$ cat config.mk
export PLATFORM = sky130hd
export DESIGN_NAME = clock_core
export DESIGN_NICKNAME = d
export VERILOG_FILES = /design/src/rtl/clock_pkg.sv /design/src/rtl/bcd_seg7.sv /design/src/rtl/clock_core.sv
export SDC_FILE = /design/constraint.sdc
export NUM_CORES = 1
export LEC_CHECK = 0
export CELL_PAD_IN_SITES_DETAIL_PLACEMENT = 1
export CELL_PAD_IN_SITES_GLOBAL_PLACEMENT = 1
export CORE_MARGIN = 2
export CORE_UTILIZATION = 41
export DETAILED_ROUTE_END_ITERATION = 8
export PLACE_DENSITY = 0.92
export SYNTH_ARGS = -nofsm -noshare
export SYNTH_HDL_FRONTEND = slang
export SYNTH_HIERARCHICAL = 1
export SYNTH_SLANG_ARGS = --single-unit
$ cat constraint.sdc
create_clock -name inclk -period 5.9 [get_ports inclk]
set_clock_uncertainty 0.1 [all_clocks]
set_input_delay 1.77 -clock inclk [delete_from_list [all_inputs] [get_ports inclk]]
set_output_delay 1.77 -clock inclk [all_outputs]
set_load 0.005 [all_outputs]
$ cat src/rtl/clock_pkg.sv
// Shared constants and types for the time-of-day core: segment patterns,
// BCD limits and the load-port state encoding.
package clock_pkg;

  // Segment patterns, bit 6 = g ... bit 0 = a, active-high.
  localparam logic [6:0] SEG_0   = 7'h3F;
  localparam logic [6:0] SEG_1   = 7'h06;
  localparam logic [6:0] SEG_2   = 7'h5B;
  localparam logic [6:0] SEG_3   = 7'h4F;
  localparam logic [6:0] SEG_4   = 7'h66;
  localparam logic [6:0] SEG_5   = 7'h6D;
  localparam logic [6:0] SEG_6   = 7'h7D;
  localparam logic [6:0] SEG_7   = 7'h07;
  localparam logic [6:0] SEG_8   = 7'h7F;
  localparam logic [6:0] SEG_9   = 7'h6F;
  localparam logic [6:0] SEG_OFF = 7'h00;

  localparam logic [7:0] BCD_MAX_SEC  = 8'h59;
  localparam logic [7:0] BCD_MAX_MIN  = 8'h59;
  localparam logic [7:0] BCD_MAX_HOUR = 8'h23;

  typedef enum logic {
    LOAD_IDLE  = 1'b0,
    LOAD_CHECK = 1'b1
  } load_state_t;

  // Once both nibbles are decimal, packed BCD orders like the number it encodes.
  function automatic logic bcd_in_range(input logic [7:0] value, input logic [7:0] max);
    return (value[7:4] <= 4'd9) && (value[3:0] <= 4'd9) && (value <= max);
  endfunction

endpackage

$ cat src/rtl/bcd_seg7.sv
// One BCD digit to seven-segment pattern; non-decimal codes blank the digit.
module bcd_seg7
  import clock_pkg::*;
#(
  parameter bit ACTIVE_LOW = 1'b0
) (
  input  logic [3:0] bcd,
  output logic [6:0] seg
);

  logic [6:0] seg_on;

  always_comb begin
    case (bcd)
      4'd0:    seg_on = SEG_0;
      4'd1:    seg_on = SEG_1;
      4'd2:    seg_on = SEG_2;
      4'd3:    seg_on = SEG_3;
      4'd4:    seg_on = SEG_4;
      4'd5:    seg_on = SEG_5;
      4'd6:    seg_on = SEG_6;
      4'd7:    seg_on = SEG_7;
      4'd8:    seg_on = SEG_8;
      4'd9:    seg_on = SEG_9;
      default: seg_on = SEG_OFF;
    endcase
  end

  assign seg = ACTIVE_LOW ? ~seg_on : seg_on;

endmodule

$ cat src/rtl/clock_core.sv
// Single-clock time-of-day core: prescaled second tick, 24-hour BCD time,
// checked load port and 12/24-hour seven-segment display.
//
// state      | meaning
// LOAD_IDLE  | load port ready, waiting for set_valid
// LOAD_CHECK | shadow value under range check; commit or reject this cycle
module clock_core
  import clock_pkg::*;
#(
  parameter int TICK_DIV       = 50_000_000,
  parameter bit SEG_ACTIVE_LOW = 1'b0
) (
  input  logic       inclk,
  input  logic       rst,
  input  logic       run,
  input  logic       mode_12h,
  input  logic       set_valid,
  output logic       set_ready,
  input  logic [7:0] set_hh,
  input  logic [7:0] set_mm,
  input  logic [7:0] set_ss,
  output logic       set_err,
  output logic       sec_tick,
  output logic [7:0] hour_bcd,
  output logic [7:0] min_bcd,
  output logic [7:0] sec_bcd,
  output logic       pm,
  output logic [6:0] sec_seg1,
  output logic [6:0] sec_seg10,
  output logic [6:0] min_seg1,
  output logic [6:0] min_seg10,
  output logic [6:0] hour_seg1,
  output logic [6:0] hour_seg10
);

  localparam int                PCNT_W    = $clog2(TICK_DIV);
  localparam logic [PCNT_W-1:0] PCNT_LAST = PCNT_W'(TICK_DIV - 1);

  load_state_t       state, next_state;
  logic [PCNT_W-1:0] pcnt;
  logic [7:0]        shd_hh, shd_mm, shd_ss;
  logic [3:0]        sec_lo, sec_hi, min_lo, min_hi, hr_lo, hr_hi;
  logic              advance, commit, reject, load_ok;
  logic              sec_lo_wrap, sec_wrap, min_lo_wrap, min_wrap, hour_wrap;
  logic [7:0]        hour_store;
  logic [4:0]        hour_bin, hour_12;

  assign advance = run && (pcnt == PCNT_LAST);
  assign load_ok = bcd_in_range(shd_hh, BCD_MAX_HOUR) &&
                   bcd_in_range(shd_mm, BCD_MAX_MIN) &&
                   bcd_in_range(shd_ss, BCD_MAX_SEC);

  always_ff @(posedge inclk or negedge rst) begin
    if (!rst) state <= LOAD_IDLE;
    else      state <= next_state;
  end

  always_comb begin
    next_state = state;
    case (state)
      LOAD_IDLE:  if (set_valid) next_state = LOAD_CHECK;
      LOAD_CHECK: next_state = LOAD_IDLE;
      default:    next_state = LOAD_IDLE;
    endcase
  end

  always_comb begin
    set_ready = 1'b0;
    commit    = 1'b0;
    reject    = 1'b0;
    case (state)
      LOAD_IDLE:  set_ready = 1'b1;
      LOAD_CHECK: begin
        commit = load_ok;
        reject = !load_ok;
      end
      default:    set_ready = 1'b0;
    endcase
  end

  always_ff @(posedge inclk or negedge rst) begin
    if (!rst) begin
      shd_hh <= 8'h00;
      shd_mm <= 8'h00;
      shd_ss <= 8'h00;
    end else if (set_valid && set_ready) begin
      shd_hh <= set_hh;
      shd_mm <= set_mm;
      shd_ss <= set_ss;
    end
  end

  // A commit restarts the second, so it also swallows any advance on the same edge.
  always_ff @(posedge inclk or negedge rst) begin
    if (!rst)                   pcnt <= '0;
    else if (commit || advance) pcnt <= '0;
    else if (run)               pcnt <= pcnt + PCNT_W'(1);
  end

  assign sec_lo_wrap = (sec_lo == 4'd9);
  assign sec_wrap    = sec_lo_wrap && (sec_hi == BCD_MAX_SEC[7:4]);
  assign min_lo_wrap = (min_lo == 4'd9);
  assign min_wrap    = min_lo_wrap && (min_hi == BCD_MAX_MIN[7:4]);
  assign hour_wrap   = (hr_hi == BCD_MAX_HOUR[7:4]) && (hr_lo == BCD_MAX_HOUR[3:0]);

  always_ff @(posedge inclk or negedge rst) begin
    if (!rst) begin
      {sec_hi, sec_lo} <= 8'h00;
      {min_hi, min_lo} <= 8'h00;
      {hr_hi, hr_lo}   <= 8'h00;
    end else if (commit) begin
      {sec_hi, sec_lo} <= shd_ss;
      {min_hi, min_lo} <= shd_mm;
      {hr_hi, hr_lo}   <= shd_hh;
    end else if (advance) begin
      sec_lo <= sec_lo_wrap ? 4'd0 : sec_lo + 4'd1;
      if (sec_lo_wrap) sec_hi <= sec_wrap ? 4'd0 : sec_hi + 4'd1;
      if (sec_wrap) min_lo <= min_lo_wrap ? 4'd0 : min_lo + 4'd1;
      if (sec_wrap && min_lo_wrap) min_hi <= min_wrap ? 4'd0 : min_hi + 4'd1;
      if (sec_wrap && min_wrap) begin
        if (hour_wrap) begin
          hr_hi <= 4'd0;
          hr_lo <= 4'd0;
        end else if (hr_lo == 4'd9) begin
          hr_hi <= hr_hi + 4'd1;
          hr_lo <= 4'd0;
        end else begin
          hr_lo <= hr_lo + 4'd1;
        end
      end
    end
  end

  always_ff @(posedge inclk or negedge rst) begin
    if (!rst) begin
      sec_tick <= 1'b0;
      set_err  <= 1'b0;
    end else begin
      sec_tick <= advance && !commit;
      set_err  <= reject;
    end
  end

  assign hour_store = {hr_hi, hr_lo};
  assign sec_bcd    = {sec_hi, sec_lo};
  assign min_bcd    = {min_hi, min_lo};
  assign pm         = (hour_store >= 8'h12);

  always_comb begin
    hour_bin = 5'(hr_hi) * 5'd10 + 5'(hr_lo);
    hour_12  = 5'd0;
    hour_bcd = hour_store;
    if (mode_12h) begin
      if (hour_bin == 5'd0) begin
        hour_bcd = 8'h12;
      end else if (hour_bin > 5'd12) begin
        hour_12  = hour_bin - 5'd12;
        hour_bcd = (hour_12 >= 5'd10) ? {4'd1, 4'(hour_12 - 5'd10)} : {4'd0, hour_12[3:0]};
      end
    end
  end

  bcd_seg7 #(.ACTIVE_LOW(SEG_ACTIVE_LOW)) u_sec_seg1   (.bcd(sec_lo),         .seg(sec_seg1));
  bcd_seg7 #(.ACTIVE_LOW(SEG_ACTIVE_LOW)) u_sec_seg10  (.bcd(sec_hi),         .seg(sec_seg10));
  bcd_seg7 #(.ACTIVE_LOW(SEG_ACTIVE_LOW)) u_min_seg1   (.bcd(min_lo),         .seg(min_seg1));
  bcd_seg7 #(.ACTIVE_LOW(SEG_ACTIVE_LOW)) u_min_seg10  (.bcd(min_hi),         .seg(min_seg10));
  bcd_seg7 #(.ACTIVE_LOW(SEG_ACTIVE_LOW)) u_hour_seg1  (.bcd(hour_bcd[3:0]),  .seg(hour_seg1));
  bcd_seg7 #(.ACTIVE_LOW(SEG_ACTIVE_LOW)) u_hour_seg10 (.bcd(hour_bcd[7:4]),  .seg(hour_seg10));

endmodule

### Yosys cells after proc, flatten, opt, wreduce, memory -nomap -nowiden

Memory sizes are Yosys's and may differ from the RTL's.
Cells that the tools add are included.

* register bits: 77
* bits in latches: 0
* memory bits (writable): 0
* bits in read-only memories: 672
* input port bits: 29
* output and inout bits: 70
* memories kept: 6

Memory list
* (no name shown): words 16, width 7, read ports 1, clocked after Yosys merged registers in 0, write ports 0, RTL line bcd_seg7.sv:14 `case (bcd)`
* (no name shown): words 16, width 7, read ports 1, clocked after Yosys merged registers in 0, write ports 0, RTL line bcd_seg7.sv:14
* (no name shown): words 16, width 7, read ports 1, clocked after Yosys merged registers in 0, write ports 0, RTL line bcd_seg7.sv:14
* (no name shown): words 16, width 7, read ports 1, clocked after Yosys merged registers in 0, write ports 0, RTL line bcd_seg7.sv:14
* (no name shown): words 16, width 7, read ports 1, clocked after Yosys merged registers in 0, write ports 0, RTL line bcd_seg7.sv:14
* (no name shown): words 16, width 7, read ports 1, clocked after Yosys merged registers in 0, write ports 0, RTL line bcd_seg7.sv:14

* $add $sub $neg: 10
* multipliers: 1
* div/mod/pow operators: 0
* $lt $le $gt $ge: 12
* eq/ne operators: 8
* shift operators: 0
* mux-type cells: 36
* bitwise logic cells: 1
* reduce and logical (&&, ||, !) cells: 32

Operator list (count)
* $mux W4: 25
* $mux W26: 2
* $add A26 B1 Y26 const B: 1
* $eq A26 B26 Y1 const B: 1
* $add A4 B1 Y4 const B: 6
* $le A4 B4 Y1 const B: 6
* $mux W8: 3
* $le A8 B7 Y1 const B: 2
* $logic_and A1 B1 Y1: 16
* $eq A4 B4 Y1 const B: 3
* $reduce_bool A2 Y1: 6
* $eq A4 B2 Y1 const B: 2
* $eq A4 B3 Y1 const B: 2
* $ge A8 B5 Y1 const B: 1
* $le A8 B6 Y1 const B: 1
* $reduce_and A2 Y1: 4
* $add A5 B4 Y5: 1
* $ge A5 B4 Y1 const B: 1
* $gt A5 B4 Y1 const B: 1
* $logic_not A5 Y1: 1
* $mux W5: 1
* $sub A5 B4 Y5 const B: 1
* $mul A4 B3 Y4 const B: 1
* $mux W1: 4
* 7 further kinds: 8

### Logic depth before layout (Yosys ltp)

Gate-level depths: netlist of run 1.
An unclocked memory read counts as a cell.

* depth after elaboration: 9
* depth in mapped cells: 15
* depth with buffers taken out: 15

### Modules after synthesis

The synthesis of run 1 kept the hierarchy.

Modules (own cells, without submodules)
* clock_core: times used 1, cells each 453, area each 4440.5 sq um, sequential area each 1926.8 sq um
* bcd_seg7 (u_hour_seg1 ...): times used 3, cells each 28, area each 219.0 sq um, sequential area each 0.0 sq um
* bcd_seg7 (u_sec_seg1 ...): times used 2, cells each 26, area each 201.4 sq um, sequential area each 0.0 sq um
* bcd_seg7 (u_min_seg10): times used 1, cells each 28, area each 220.2 sq um, sequential area each 0.0 sq um

### Worst setup path after synthesis of run 1

Ideal clock, no wire load.

* path kind: register -> output
* start: reg hr_lo[2]
* end: out hour_seg1[0]
* arrival time: 3.692 ns
* data required time: 4.030 ns
* setup slack: 0.338 ns
* stages on the path, launching flop included: 16
* buffers on the path: 1
* cells stage by stage: dfrtp_1 > clkbuf_1 > inv_1 > fa_1 > xor2_1 > ha_1 > nor3b_1 > nor4_1 > a21o_1 > and3_1 > a221oi_1 > inv_2 > ha_1 > nor2_1 > a21oi_1 > o22ai_1

* cells in the longest elaborated chain, start to end: 8

RTL lines
* start, declared: RTL line clock_core.sv:42 `logic [3:0] sec_lo, sec_hi, min_lo, min_hi, hr_lo, hr_hi;`
* start signal, assigned: RTL line clock_core.sv:114 `{hr_hi, hr_lo} <= shd_hh;`
* start signal, assigned: RTL line clock_core.sv:128 `hr_lo <= hr_lo + 4'd1;`
* $add A5 B4 Y5 (*): RTL line clock_core.sv:150 `hour_bin = 5'(hr_hi) * 5'd10 + 5'(hr_lo);`
* $sub A5 B4 Y5: RTL line clock_core.sv:157 `hour_12 = hour_bin - 5'd12;`
* $ge A5 B4 Y1: RTL line clock_core.sv:158 `hour_bcd = (hour_12 >= 5'd10) ? {4'd1, 4'(hour_12 - 5'd10)} : {4'd0, hour_12[3:0]};`
* $mux W5: RTL line clock_core.sv:158
* $mux W8: RTL line clock_core.sv:156 `end else if (hour_bin > 5'd12) begin`
* $mux W8 (*): RTL line clock_core.sv:154 `if (hour_bin == 5'd0) begin`
* $mux W8 (*): RTL line clock_core.sv:153 `if (mode_12h) begin`
* named net hour_bcd[1]: RTL line clock_core.sv:24 `output logic [7:0] hour_bcd,`
* $mem_v2 Z16 W7 (*)
* end, declared: RTL line clock_core.sv:32 `output logic [6:0] hour_seg1,`

The timed path passes the listed nets; every way through them passes the cells marked *.

### Worst setup path after layout of run 1

* start: reg hr_hi[0]
* end: out hour_seg1[2]

* cells in the longest elaborated chain, start to end: 9

RTL lines
* start, declared: RTL line clock_core.sv:42
* start signal, assigned: RTL line clock_core.sv:114
* start signal, assigned: RTL line clock_core.sv:125 `hr_hi <= hr_hi + 4'd1;`
* $mul A4 B3 Y4 (*): RTL line clock_core.sv:150
* $add A5 B4 Y5 (*): RTL line clock_core.sv:150
* $sub A5 B4 Y5: RTL line clock_core.sv:157
* $sub A4 B4 Y4 / $ge A5 B4 Y1 (equally long branches): RTL line clock_core.sv:158
* $mux W5: RTL line clock_core.sv:158
* $mux W8: RTL line clock_core.sv:156
* $mux W8 (*): RTL line clock_core.sv:154
* $mux W8 (*): RTL line clock_core.sv:153
* $mem_v2 Z16 W7 (*)

Every way passes the cells marked *; elsewhere a longest branch is shown, timed or not.

==> impl_metrics.py, run 1 <==
metrics = {
    "placed_design": {
        "io_buffers": 98,
        "dpl.cell_count": 879,
        "placed_area_sq_mm": 0.00685,
        "pre_cts_ws_ns": -0.143,
        "post-dp-hpwl_microns": 12000,
        "place_congestion": 0.831,
    },
    "synthesis": {
        "synth_area_per_cell_sq_um": 9.27,
        "synth_simple_gate_area_share_pct": 19.8,
        "synth_xor_area_share_pct": 6.06,
        "synth_top_cell_by_area": "dfrtp_1",
        "synthFlopType": "dfrtp_1",
        "synthDominantCellAreaShare_pct": 33.7,
        "yosysMostFrequentCell": "dfrtp_1",
        "synth_edf_count": 0,
        "async_reset_ff_share_pct": 100,
        "synth_seq_cells": 77,
        "synthMuxAreaShare_pct": 6.67,
        "netlist_area_sq_mm": 0.00572,
        "synth_compound_area_share_pct": 15.6,
        "yosys_warnings": 6,
        "netlist_top_cells_count": "77 x dfrtp_1, 60 x nor2_1, 53 x ha_1",
        "synth_top_family_by_area": "simple AND/OR/NAND/NOR gates",
        "ys_seq_area_share_pct": 33.7,
        "ys_types": 67,
        "syn_nets": 700,
        "synth_fa_ha_area_share_pct": 11.9,
        "syn_inst": 617,
        "synth.top_cells.by_area": "dfrtp_1 34%, ha_1 12%, mux2_2 4.9%, xnor2_1 4.0%, nor2_1 3.9%",
    },
    "final_layout": {
        "area_growth_pct": 28.6,
        "final_cell_area_sq_mm": 0.00736,
        "fin_cells": 904,
        "antennaDiodeCount": 0,
        "fin_nets": 802,
        "drive_gt1_share_pct": 14.6,
    },
    "critical_path": {
        "cp_cell_sequence": "ha_1 -> inv_1 -> fa_2 -> inv_2 -> ha_1 -> nor2b_4 -> nor4_2 -> a21o_1 -> and3_1 -> a221oi_2 -> buf_4 -> buf_4 -> o21a_1 -> a21oi_1 -> clkdlybuf4s50_1",
        "worst-path-max-fanout": 6,
        "path_delay_family": "buffers and inverters",
        "path_class": "reg2out",
        "critPathLaunchType": "flip-flop",
        "slowest_stage": "fa_2",
        "crit_required_ns": 4.03,
        "critPathBufInv": 5,
        "slowest_delay_ns": 0.57,
        "cp-end-kind": "output pin",
        "crit_arrival_ns": 4.09,
    },
    "grt": {
        "grt_pass1_wl_microns": 28800,
        "grt_pass1_vias": 5672,
        "antenna_found_initial": 0,
        "use_met1_pct": 29.6,
        "met3_usage_pct": 3.84,
        "grt.met2_usage_pct": 42.6,
        "grt_overflow": 0,
        "grt-busiest-layer": "met2",
        "grt_max_degree": 78,
        "track_usage_pct": 24.3,
    },
    "power": {
        "max-vdd-ir-drop_v": 0.000201,
        "p_leak_uw": 0.00332,
        "p_per_area_mw_per_mm2": 447,
    },
    "die": {
        "die_h_microns": 122,
        "die-area_sq_mm": 0.0149,
        "fp.coreArea_sq_mm": 0.0138,
        "pin_count": 99,
        "start_util_pct": 41.5,
        "rows": 43,
        "die_x_microns": 122,
    },
    "sta": {
        "totalNegativeSetupSlack_ns": -0.0946,
        "finalMaxSlewViolations": 0,
        "worst_pin_slew_ns": 1.14,
        "rsz0062_at_grt": "yes",
        "period_share_pct": 101,
        "holdWs_ns": 0.414,
        "hold_violations": 0,
        "setup_viol": 2,
        "period_minus_slack_ns": 5.96,
        "max_freq_ghz": 0.168,
        "max_slew_margin_pct": 22.9,
        "layout_setup_ws_ns": -0.0598,
    },
    "job": {
        "maxCapViolCount": 0,
    },
    "clock_network": {
        "clock_latency_ns": 0.34,
        "path_clk_slew_ns": 0.06,
        "cts_tree": "yes",
        "cts_sinks": 77,
        "cts_buffers": 9,
        "root_buffer": "clkbuf_16",
        "h-tree-depth": 3,
        "ctsHoldBuffers": 0,
        "cts_buffer_depth": 2,
    },
    "detailed_routing": {
        "vias": 5364,
        "routed_via_density": 5.93,
        "routedWlPerCell_microns": 20.9,
        "drc_errors": 0,
        "ant_nets": 0,
        "drt_iter0_drc": 343,
        "dr.pass1.iters": 5,
        "wirelength_microns": 18900,
    },
    "run_status": {
        "status": "complete, but fails checks",
        "failed_checks": "negative setup slack",
    },
    "hold_path": {
        "hp-class": "reg2reg",
    },
}
## power breakdown
part / leakage (uW) / switching (uW) / internal (uW)
Sequential: 0.000928 / 144 / 608
Clock: 0.000158 / 226 / 381
Combinational: 0.00223 / 947 / 980
## metrics by stage
stage	util, %	total power [uW]
6_report	53.4	3290
5_1_grt	53.4	3470
4_1_cts	52.7	3060
3_5_place_dp	49.7	2390
3_3_place_gp	49.7	2270
2_1_floorplan	-	1650
## logic make-up after synthesis
family          after synthesis
flops                        77
mux                          35
buf+inv                      77
fa+ha+maj                    54
simple gates                198
compound gates              138
xor+xnor                     38
## worst reg2reg max path: stages (launching register included)
cell,delay [ns]
dfrtp_1,0.57
nor4bb_1,0.97
nand4_1,0.21
or4_1,0.74
o41ai_1,0.70
o22a_1,0.24
## final cells by class
type	count	area, sq um
Tap cell	180	225
Fill cell	1568	6410
Clock buffer	10	239
Clock inverter	6	86.3
Multi-Input combinational cell	463	3540
Sequential cell	77	1930
Timing Repair Buffer	121	1160
Inverter	47	176
## placed cells by master (no fill, tap or decap), drive strengths merged, types with 25 or more instances in the layout
cell type,instances
a21oi,34
clkdlybuf4s50,91
dfrtp,77
ha,53
inv,47
mux2,25
nand2,25
nor2,60
o21ai,31
xnor2,26
## layer usage
layer  part of all wire [%]  up-vias  wire [microns]
li1                       -     2392               -
met1                     39     2680            7430
met2                     52      219            9730
met3                    4.8       73             914
met4                    4.2        0             801
met5                      0        -               0
## path summary, 6_finish.rpt
kind                                      to  cells after the start  slack, ns      start
worst min-delay path               shd_mm[7]                      1       0.41  shd_mm[7]
worst max-delay path            hour_seg1[2]                     15      -0.06   hr_hi[0]
max in group asynchronous           hr_hi[0]                      1       3.50        rst
worst max register to register      hr_lo[1]                      5       2.31  sec_lo[1]
worst min register to register     shd_mm[7]                      1       0.41  shd_mm[7]
min in group asynchronous          shd_hh[7]                      1       1.49        rst
## flip-flops by register name (all words and copies together) (netlist names)
| signal | flops |
|---|---|
| hr_hi | 4 |
| hr_lo | 4 |
| min_hi | 4 |
| min_lo | 4 |
| pcnt | 26 |
| sec_hi | 4 |
| sec_lo | 4 |
| sec_tick | 1 |
| set_err | 1 |
| shd_hh | 8 |
| shd_mm | 8 |
| shd_ss | 8 |
| state | 1 |
## repair_timing
item                       CTS  global route
setup endpoints to repair   15            13
gates resized for setup     11            15
pin swaps                    3             2
cloned                       0             0
setup buffers                3             6
hold endpoints to repair     0             0
Power figures use the tool's default switching activity.
==> inputs of run 2 (changes only) <==
Settings changed: CAP_MARGIN set to 20, TNS_END_PERCENT set to 100.
==> results of run 2 <==
Final layout, timing and power as in run 1 (identical DEF).
==> edit 1: new RTL, flow settings as in run 2 <==
The parameter `TICK_DIV` goes from 50_000_000 to 100_000_000.
--- a/src/rtl/clock_core.sv
+++ b/src/rtl/clock_core.sv
@@ -9,3 +9,3 @@
 #(
-  parameter int TICK_DIV       = 50_000_000,
+  parameter int TICK_DIV       = 100_000_000,
   parameter bit SEG_ACTIVE_LOW = 1'b0
Function: same outputs for any inputs over 4 cycles, from zero or initial values and one cycle with rst low; that may be too few to reach the edited logic, so the function may still have changed.
==> edit 1 against run 2 <==
Setup slack better by 0.077 ns; synthesized cell count decreased by 1.3%; non-clock buffer count is 1 lower; total power rose by 21%; wire length increased by 0.25%; utilization up 1.5 points; sequential cell count is 1 higher; synthesized area down 1.4%; design area is 0.34% lower; critical path type is now input pin to output pin; largest power group unchanged; highest routed layer unchanged.
==> edit 1: results (changes against run 2) <==
| Metric | Value |
|---|---|
| Status | finished clean (was finished with violations) |
| Rel. slew slack | 26.0% (was 22.9%) |
| Critical path peak fanout | 5 (was 6) |
| Placed inst area | 6760 µm² (was 6850 µm²) |
| Top cells by area, synth | dfrtp_1 (35%), ha_1 (12%), mux2_2 (4.8%) (was dfrtp_1 (34%), ha_1 (12%), mux2_2 (4.9%)) |
| Crit Reg-Reg Endpoint | hr_lo[2] (was hr_lo[1]) |
| Worst reg2reg setup slack | 2.34 ns (was 2.31 ns) |
| Setup slack at placement | -0.0620 ns (was -0.143 ns) |
| Layout Nets | 798 (was 802) |
| Leakage power total | 3.28 nW (was 3.32 nW) |
| Top cells by instance count after synthesis | dfrtp_1 (78), nor2_1 (54), ha_1 (53), inv_1 (48), o21ai_0 (43) (was dfrtp_1 (77), nor2_1 (60), ha_1 (53), inv_1 (43), a21oi_1 (32)) |
| Dpl hpwl | 11900 µm (was 12000 µm) |
| Length of the first detailed-routing pass in iterations | 4 (was 5) |
| Xor/xnor share of the synthesized area | 6.46% (was 6.06%) |
| Hold depth | 2 (was 1) |
| Layout cells sized above 1 | 15.7% (was 14.6%) |
| First-pass GRT wire length | 28000 µm (was 28800 µm) |
| CP Data Arrival Time | 4.01 ns (was 4.09 ns) |
| Max reg flops | 27 (was 26) |
| Worst Setup SP | mode_12h (was hr_hi[0]) |
| Via count | 5120 (was 5364) |
| Adder-Cell Fraction of Synth Area | 12.1% (was 11.9%) |
| Cells after DPL | 868 (was 879) |
| Post-route setup slack | 0.0173 ns (was -0.0598 ns) |
| Post-synthesis compound-gate area fraction | 15.4% (was 15.6%) |
| Post-synth cell types | 69 (was 67) |
| Antenna Cells | 0 (unchanged) |
| Top cell type's share of synthesized area | 34.6% (was 33.7%) |
| Gate Count Post-Synth | 609 (was 617) |
| Final Non-Filler Cells | 895 (was 904) |
| Final wirelength | 18900 µm (about the same) |
| Syn_nets | 692 (was 700) |
| Vias in the first global route | 5491 (was 5672) |
| Reg2reg path depth | 7 (was 5) |
| First-iteration detailed-routing DRC count | 324 (was 343) |
| Setup crit end | hour_seg10[1] (was hour_seg1[2]) |
| Mux share of post-synthesis cell area | 6.57% (was 6.67%) |
| Max IR drop VDD | 292 µV (was 201 µV) |
| GPL Wtd Cong | 0.811 (was 0.831) |
| Total global-route track usage | 23.8% (was 24.3%) |
## edit 1: area by class of cell
class | instances | area [µm²]
Clock buffer | 10 | 239
Clock inverter | 5 | 83.8
Fill cell | 1516 | 6010
Inverter | 52 | 195
Multi-Input combinational cell | 454 | 3460
Sequential cell | 78 | 1950
Tap cell | 176 | 220
Timing Repair Buffer | 120 | 1180
## edit 1: routing by layer
metal  track usage (%)  part of all wire [%]
met2              43.8                    53
met4              10.3                   3.5
met5                 0                     0
met1              27.4                    40
met3              3.29                   3.4
## edit 1: repair_timing
action | 4_1_cts | 5_1_grt
resized for setup | 10 | 26
hold buffers | 0 | 0
cloned | 0 | 0
setup buffers | 4 | 7
pin swaps | 3 | 6
setup endpoints to repair | 14 | 14
## edit 1: worst min-delay path by stage
stage,start,slack [ns],end
after floorplan,shd_hh[0],0.35,hr_lo[0]
after global placement,shd_mm[0],0.36,min_lo[0]
after detailed placement,shd_mm[0],0.38,min_lo[0]
after CTS,shd_mm[0],0.40,min_lo[0]
after global routing,shd_mm[0],0.42,min_lo[0]
final,shd_mm[0],0.39,min_lo[0]
## edit 1: worst max-delay path: stages
cell	delay [ns]
clkdlybuf4s50_1	0.55
o31ai_4	0.13
a22oi_1	0.37
inv_1	0.16
ha_1	0.33
o21ai_0	0.17
clkdlybuf4s50_1	0.52
## edit 1: logic make-up after synthesis
kind of cell	after synthesis
flip-flops	78
XOR/XNOR	40
AO/OA/AOI/OAI	137
adder cells (fa/ha/maj)	54
AND/OR/NAND/NOR	189
multiplexers	34
buffers and inverters	77
## edit 1: report_power, final
part | leakage [nW] | total [mW] | internal (mW) | switching [mW]
sequential | 0.941 | 0.818 | 0.625 | 0.193
clock | 0.151 | 0.618 | 0.381 | 0.237
combinational | 2.19 | 2.53 | 1.30 | 1.23
total | 3.28 | 3.96 | 2.30 | 1.66
==> edit 2: new RTL, config.mk and constraints of run 2 <==
Made on the original files. Put a register stage on the output `min_seg1`. The value now appears one clock later. The other outputs are not delayed to match.
--- a/src/rtl/clock_core.sv
+++ b/src/rtl/clock_core.sv
@@ -37,2 +37,4 @@
   localparam logic [PCNT_W-1:0] PCNT_LAST = PCNT_W'(TICK_DIV - 1);
+
+  logic [6:0] min_seg1_d;
 
@@ -164,3 +166,3 @@
   bcd_seg7 #(.ACTIVE_LOW(SEG_ACTIVE_LOW)) u_sec_seg10  (.bcd(sec_hi),         .seg(sec_seg10));
-  bcd_seg7 #(.ACTIVE_LOW(SEG_ACTIVE_LOW)) u_min_seg1   (.bcd(min_lo),         .seg(min_seg1));
+  bcd_seg7 #(.ACTIVE_LOW(SEG_ACTIVE_LOW)) u_min_seg1   (.bcd(min_lo),         .seg(min_seg1_d));
   bcd_seg7 #(.ACTIVE_LOW(SEG_ACTIVE_LOW)) u_min_seg10  (.bcd(min_hi),         .seg(min_seg10));
@@ -169,2 +171,6 @@
 
+  always_ff @(posedge inclk) begin
+    min_seg1 <= min_seg1_d;
+  end
+
 endmodule
Function: changed (a bounded check fails within 4 cycles, from zero or initial values and one cycle with rst low).
==> edit 2 against run 2 <==
Setup slack better by 0.069 ns; total power rose by 1.6%; final cell count shrank 0.33%; sequential cell count up 7; synthesized area up 0.37%; count of clock-buffer cells in the layout did not move; critical path depth stayed put; design area about the same; utilization hardly changed; wire length is 7.6% lower; critical endpoint is now hour_seg1[3]; largest power group unchanged.
==> edit 2: results (changes against run 2) <==
| Metric | Value |
|---|---|
| Status | finished clean (was finished with violations) |
| First-pass GRT wire length | 27600 µm (was 28800 µm) |
| Max IR drop VDD | 200 µV (was 201 µV) |
| CP Data Arrival Time | 4.02 ns (was 4.09 ns) |
| Top cells by instance count after synthesis | dfrtp_1 (77), nor2_1 (58), ha_1 (53), inv_1 (45), nand2_1 (36) (was dfrtp_1 (77), nor2_1 (60), ha_1 (53), inv_1 (43), a21oi_1 (32)) |
| Clk. pwr | 0.656 mW (was 0.607 mW) |
| GPL Wtd Cong | 0.914 (was 0.831) |
| Vias in the first global route | 5444 (was 5672) |
| Post-synth cell types | 66 (was 67) |
| Total global-route track usage | 23.3% (was 24.3%) |
| First-iteration detailed-routing DRC count | 221 (was 343) |
| Critical path's slowest cell | clkdlybuf4s50_1 (was fa_2) |
| Worst reg2reg setup slack | 2.71 ns (was 2.31 ns) |
| Setup crit end | hour_seg1[3] (was hour_seg1[2]) |
| Layout cells sized above 1 | 14.6% (about the same) |
| Setup slack at placement | -0.0338 ns (was -0.143 ns) |
| Crit-path max cell delay | 0.53 ns (was 0.57 ns) |
| Syn_nets | 694 (was 700) |
| Dpl hpwl | 12300 µm (was 12000 µm) |
| Synth async-reset ratio | 91.7% (was 100%) |
| Crit path max-delay family | adder cells (was buffers and inverters) |
| Hold_sp | shd_ss[0] (was shd_mm[7]) |
| Cell-internal power | 2.06 mW (was 1.97 mW) |
| Hold Path End | sec_lo[0] (was shd_mm[7]) |
| Sequential element share of the synthesized area | 36.0% (was 33.7%) |
| Crit Reg-Reg Endpoint | hr_lo[3] (was hr_lo[1]) |
| Bufs on Longest Clock Path | 2 (unchanged) |
| Comb pwr share | 54.9% (was 58.6%) |
| Placed inst area | 6880 µm² (was 6850 µm²) |
| Post-synth top flop | dfrtp_1 (unchanged) |
| Final wirelength | 17400 µm (was 18900 µm) |
| Cells after DPL | 876 (was 879) |
| Rel. slew slack | 33.9% (was 22.9%) |
| Via count | 5093 (was 5364) |
| Top cells by area, synth | dfrtp_1 (34%), ha_1 (12%), mux2_2 (4.7%) (was dfrtp_1 (34%), ha_1 (12%), mux2_2 (4.9%)) |
| Final Non-Filler Cells | 901 (was 904) |
| Hold depth | 2 (was 1) |
| Leakage power total | 3.25 nW (was 3.32 nW) |
| Worst Setup SP | hr_hi[0] (unchanged) |
| Length of the first detailed-routing pass in iterations | 4 (was 5) |
| Worst Hold Class | flip-flop to flip-flop (unchanged) |
| Layout Nets | 799 (was 802) |
| Hold WS | 0.392 ns (was 0.414 ns) |
-- edit 2: layer usage --
layer  GRT usage [%]  vias to the layer above  routed length, µm
li1                -                     2340                  -
met1            26.0                     2575               6840
met2            44.6                      134               9490
met3            2.70                       44                586
met4            9.55                        0                537
met5               0                        -                  0
-- edit 2: area by class of cell --
type | instances | area, µm²
Sequential cell | 84 | 2070
Multi-Input combinational cell | 453 | 3390
Clock inverter | 6 | 113
Tap cell | 180 | 225
Inverter | 49 | 184
Clock buffer | 10 | 229
Fill cell | 1567 | 6410
Timing Repair Buffer | 119 | 1150
-- edit 2: kinds of logic after synthesis --
kind of cell	Yosys count	synth area share, %
and+or+nand+nor	195	19.2
DFF	84	36.0
xor gates and xnor gates	40	6.10
buffers and inverters	74	6.08
muxes	34	6.45
adders and majority gates	54	11.9
AOI/OAI and AO/OA	130	14.3
-- edit 2: what timing repair did --
action                                  4_1_cts  5_1_grt
pin swaps                                     1        2
setup buffers                                 1        7
resized for setup                             8       14
endpoints found under the setup margin       14       14
